### src/rtl/avl_shim_fifo.sv
`default_nettype none
// ============================================================================
// Module      : avl_shim_fifo
// Description : NoC-to-Avalon-ST timing shim. A small FIFO absorbs the beats
//               still in flight after noc_ready_out drops, and presents a
//               zero-latency valid/ready interface to the Avalon sink.
//               Optional build macro AVL_SHIM_OVF_CHECK_EN enables dropping
//               of overflowing pushes and a sticky overflow_err flag.
// Revision    : 1.0 - initial release
// ============================================================================
module avl_shim_fifo #(
  parameter int WIDTH_PKT     = 546,
  parameter int NUM_FLITS     = 4,
  parameter int DEPTH         = 8,
  parameter int READY_LATENCY = 1
) (
  input  logic                   clk,
  input  logic                   rst_n,
  input  logic [WIDTH_PKT-1:0]   noc_data_in,
  input  logic [NUM_FLITS-1:0]   noc_valid_in,
  input  logic [NUM_FLITS-1:0]   noc_sop_in,
  input  logic [NUM_FLITS-1:0]   noc_eop_in,
  output logic                   noc_ready_out,
  output logic [WIDTH_PKT-1:0]   noc_data_out,
  output logic [NUM_FLITS-1:0]   noc_valid_out,
  output logic [NUM_FLITS-1:0]   noc_sop_out,
  output logic [NUM_FLITS-1:0]   noc_eop_out,
  input  logic                   noc_ready_in,
  output logic [$clog2(DEPTH):0] occupancy,
  output logic                   overflow_err
);

  localparam int PTR_W = $clog2(DEPTH);
  localparam int CNT_W = PTR_W + 1;
  localparam int ENT_W = WIDTH_PKT + 3 * NUM_FLITS;

  localparam logic [CNT_W-1:0] CNT_FULL        = CNT_W'(DEPTH);
  localparam logic [CNT_W-1:0] CNT_READY_LIMIT = CNT_W'(DEPTH - READY_LATENCY);

  // Entry layout: {data, valid, sop, eop}
  logic [ENT_W-1:0] mem [DEPTH];
  logic [PTR_W-1:0] wr_ptr;
  logic [PTR_W-1:0] rd_ptr;
  logic [CNT_W-1:0] count_q;
  logic [ENT_W-1:0] head;
  logic             push;
  logic             pop;
  logic             wr_en;
  logic             not_empty;

  assign push      = |noc_valid_in;
  assign not_empty = (count_q != '0);
  assign pop       = not_empty && noc_ready_in;

`ifdef AVL_SHIM_OVF_CHECK_EN
  logic ovf_drop;
  logic ovf_q;

  // A push into a full FIFO with no simultaneous pop is discarded.
  assign ovf_drop = push && (count_q == CNT_FULL) && !pop;
  assign wr_en    = push && !ovf_drop;

  // Sticky overflow flag, cleared only by reset.
  always_ff @(posedge clk) begin
    if (!rst_n) begin
      ovf_q <= 1'b0;
    end else if (ovf_drop) begin
      ovf_q <= 1'b1;
    end
  end

  assign overflow_err = ovf_q;
`else
  // Without the check an overflowing push lands on the head slot.
  assign wr_en        = push;
  assign overflow_err = 1'b0;
`endif

  // Payload storage; not reset because the pointers define what is valid.
  always_ff @(posedge clk) begin
    if (wr_en) begin
      mem[wr_ptr] <= {noc_data_in, noc_valid_in, noc_sop_in, noc_eop_in};
    end
  end

  // Pointer and entry-count bookkeeping; pointers wrap naturally at DEPTH.
  always_ff @(posedge clk) begin
    if (!rst_n) begin
      wr_ptr  <= '0;
      rd_ptr  <= '0;
      count_q <= '0;
    end else begin
      if (wr_en) begin
        wr_ptr <= wr_ptr + PTR_W'(1);
      end
      if (pop) begin
        rd_ptr <= rd_ptr + PTR_W'(1);
      end
      case ({wr_en, pop})
        2'b10:   count_q <= count_q + CNT_W'(1);
        2'b01:   count_q <= count_q - CNT_W'(1);
        default: count_q <= count_q;
      endcase
    end
  end

  // Head-of-FIFO presentation; flag vectors are forced low when empty.
  always_comb begin
    head          = mem[rd_ptr];
    noc_data_out  = head[ENT_W-1 -: WIDTH_PKT];
    noc_valid_out = '0;
    noc_sop_out   = '0;
    noc_eop_out   = '0;
    if (not_empty) begin
      noc_valid_out = head[3*NUM_FLITS-1 -: NUM_FLITS];
      noc_sop_out   = head[2*NUM_FLITS-1 -: NUM_FLITS];
      noc_eop_out   = head[NUM_FLITS-1 -: NUM_FLITS];
    end
  end

  // Leave room for READY_LATENCY beats that are already committed upstream.
  assign noc_ready_out = (count_q < CNT_READY_LIMIT);
  assign occupancy     = count_q;

endmodule
`default_nettype wire

### config.mk
export PLATFORM = sky130hd
export DESIGN_NAME = avl_shim_fifo
export DESIGN_NICKNAME = d
export VERILOG_FILES = /design/src/rtl/avl_shim_fifo.sv
export SDC_FILE = /design/constraint.sdc
export NUM_CORES = 2
export LEC_CHECK = 0
export CAP_MARGIN = 25
export CORE_MARGIN = 2
export CORE_UTILIZATION = 59
export DETAILED_ROUTE_END_ITERATION = 16
export PLACE_DENSITY_LB_ADDON = 0.12
export SYNTH_ARGS = -nofsm -noshare
export SYNTH_HDL_FRONTEND = slang
export SYNTH_MEMORY_MAX_BITS = 65536
export SYNTH_SLANG_ARGS = --single-unit
### constraint.sdc
create_clock -name clk -period 74.5 [get_ports clk]
set_input_delay 18.625 -clock clk [delete_from_list [all_inputs] [get_ports clk]]
set_output_delay 18.625 -clock clk [all_outputs]
set_load 0.01 [all_outputs]
==> metrics.md <==
| Metric | Value |
|---|---|
| Most common cell after layout, fill and taps aside | `edfxtp_1` |
| Post-CTS setup buffer count | `0` |
| Layout Cells excl Fill | `12100` |
| CTS root buf | `clkbuf_16` |
| TritonCTS buffer count | `438` |
| Power density over cell area | `33.3 nW/µm²` |
| Die width | `537 µm` |
| # DRC | `0` |
| Initial drt markers | `6348` |
| Place WS | `50540 ps` |
| Outcome | `finished, final reports clean` |
| Final core occ | `70.2%` |
| Final hold vios | `0` |
| NumNets Final | `8479` |
| WP data required | `55880 ps` |
| Antenna viol nets, final | `0` |
| CTS max path bufs | `4` |
| GPL Wtd Cong | `0.768` |
| Avg Cell Area, Syn | `25.7 µm²` |
| Post-route setup slack | `49990 ps` |
| Reg clk slew, reported paths | `60 ps` |
| Synth Net Count | `7103` |
| H-Tree Depth | `5` |
| Final HPWL DP | `211000 µm` |
| PostCTS Resize Cnt | `0` |
| Via count | `74400` |
| Worst r2r src | `wr_ptr[0]` |
| Die span in y | `537 µm` |
| Drt pass-1 iters | `5` |
| Yosys reg bits | `4477` |
| Global-route wire length before repair | `535000 µm` |
| Fillcell total | `16500` |
| Max_slew headroom | `14.2%` |
| Largest net degree at the start of global routing | `190` |
| Fin. max-slew vios | `0` |
| Row cnt | `195` |
| Slew @ Worst Pin | `1290 ps` |
| CP Capture Type | `output port` |
| Initial Util | `59.4%` |
| RSZ-0062 raised after global routing | `no` |
| CORE AREA | `283000 µm²` |
| Routed len/inst | `30.9 µm` |
| Setup violators final | `0` |
| DRT Wirelength | `374000 µm` |
| Netlist cell types | `33` |
| R2r setup slk | `69900 ps` |
| Min-delay src | `wr_ptr[0]` |
| Hold buffer count at CTS | `0` |
| Post-Synthesis Cells | `6537` |
| Hold WC Path Type | `reg -> reg` |
| Fin crit share | `32.9%` |
| Worst setup SP type | `flop` |
| Vias in the first global route | `76600` |
| Final min period | `24510 ps` |
| GR Util All Layers | `25.7%` |
| Max-cap violations | `0` |
| Crit Path Max Fanout | `189` |
| Initial antenna violation count | `179` |
| Placed Cells | `11200` |
| Vias per cell | `6.15` |
| Final Instance Area | `198000 µm²` |
| Top-level I/O count | `1125` |
| Setup Skew | `61.0 ps` |
| Synthesized area | `168000 µm²` |
| Gr ovfl total | `0` |
| Synth warn | `0` |
| CTS tree | `done` |
| WP data arrival | `5880 ps` |
| Fin Setup TNS | `0 ps` |
| Synth-to-Final Area Change | `18.3%` |
| Clk sinks | `4477` |
| Critical path type | `reg -> out` |
| Clk_lat worst skew | `960 ps` |
| Layout cells sized above 1 | `29.2%` |
| Peak supply drop | `0.0360 mV` |
| Die area | `288000 µm²` |
| Lkg Pwr | `61.3 nW` |
| Instance area at placement | `183000 µm²` |
| Most frequent cells in the layout | `edfxtp_1 (4464), clkdlybuf4s50_1 (1123), mux4_2 (1116)` |
| Fmax | `40.8 MHz` |
| Seq/Total Area, Yosys | `80.1%` |
| IO Port Bufs | `1123` |
[synthesized netlist by cell type (all sizes together)]
master  instances  area share (%)
or2             1          0.0037
xor2            2           0.010
and2            5           0.019
o31a            1          0.0052
a21oi           2          0.0060
o21ai           2          0.0060
a31oi           1          0.0037
inv             2          0.0045
o21a            1          0.0045
buf           164            0.58
mux2          546             3.7
nand2           7           0.016
mux4         1116              15
nor2           18           0.040
xnor2           4           0.021
or4             1          0.0045
edfxtp       4464              80
conb            1          0.0022
ha              5           0.037
nand3b          1          0.0045
nor3            3          0.0090
a211o           1          0.0052
dfxtp          13            0.16
clkbuf        150            0.34
mux2i          14           0.084
nor4            2          0.0075
nand2b          4           0.015
or3             1          0.0037
nor2b           2          0.0075
a21boi          3           0.013
[path summary, 6_finish.rpt]
path,endpoint,cells past startpoint
worst max-delay path,noc_data_out[342],7
worst min-delay path,wr_ptr[0],2
worst max register to register,mem[0][163],6
worst min register to register,wr_ptr[0],2
[through the flow]
step	power, mW	hold WS, ps
global route	6.83	553
detailed placement	4.45	495
finish	6.61	508
floorplan	4.00	469
CTS	6.66	504
global placement	4.43	504
[per-layer routing]
layer	vias up	wire length, µm	track usage, %	share of wire, %
li1	31200	-	-	-
met1	39700	139000	33.8	37
met2	2618	179000	39.3	48
met3	722	38100	8.80	10
met4	144	16900	11.9	4.5
met5	-	930	0	0.25
[cell families after synthesis]
kind of cell	after synthesis	synth area share (%)
flip-flops	4477	80.1
adder cells (fa/ha/maj)	5	0.0373
other	1	0.00224
buffers and inverters	316	0.920
XOR/XNOR	6	0.0313
multiplexers	1676	18.7
AND/OR/NAND/NOR	45	0.130
AO/OA/AOI/OAI	11	0.0440
[state kept, by name, indices dropped and copies added (netlist names), named ones only]
signal     cells
rd_ptr         3
occupancy      4
mem         4464
wr_ptr         3
[worst max-delay path: stages (launching register included)]
cell,delay (ps)
dfxtp_4,620
buf_16,310
buf_4,770
buf_4,770
buf_12,740
mux4_2,430
mux2_2,280
clkdlybuf4s50_1,650
[layout make-up]
type | instances | area [µm²] | area share [%]
Timing Repair Buffer | 1250 | 12700 | 6.41
Antenna cell | 85 | 213 | 0.107
Inverter | 2 | 7.51 | 0.00379
Sequential cell | 4477 | 134000 | 67.7
Clock inverter | 276 | 3050 | 1.54
Clock buffer | 531 | 11400 | 5.76
Multi-Input combinational cell | 1744 | 31900 | 16.1
Tap cell | 3743 | 4680 | 2.36
[where the power goes]
group / switching [mW] / internal [mW] / total, mW
logic: 0.685 / 0.770 / 1.45
clock network: 0.922 / 1.29 / 2.21
registers: 0.0335 / 2.91 / 2.94
Power figures use the tool's default switching activity.
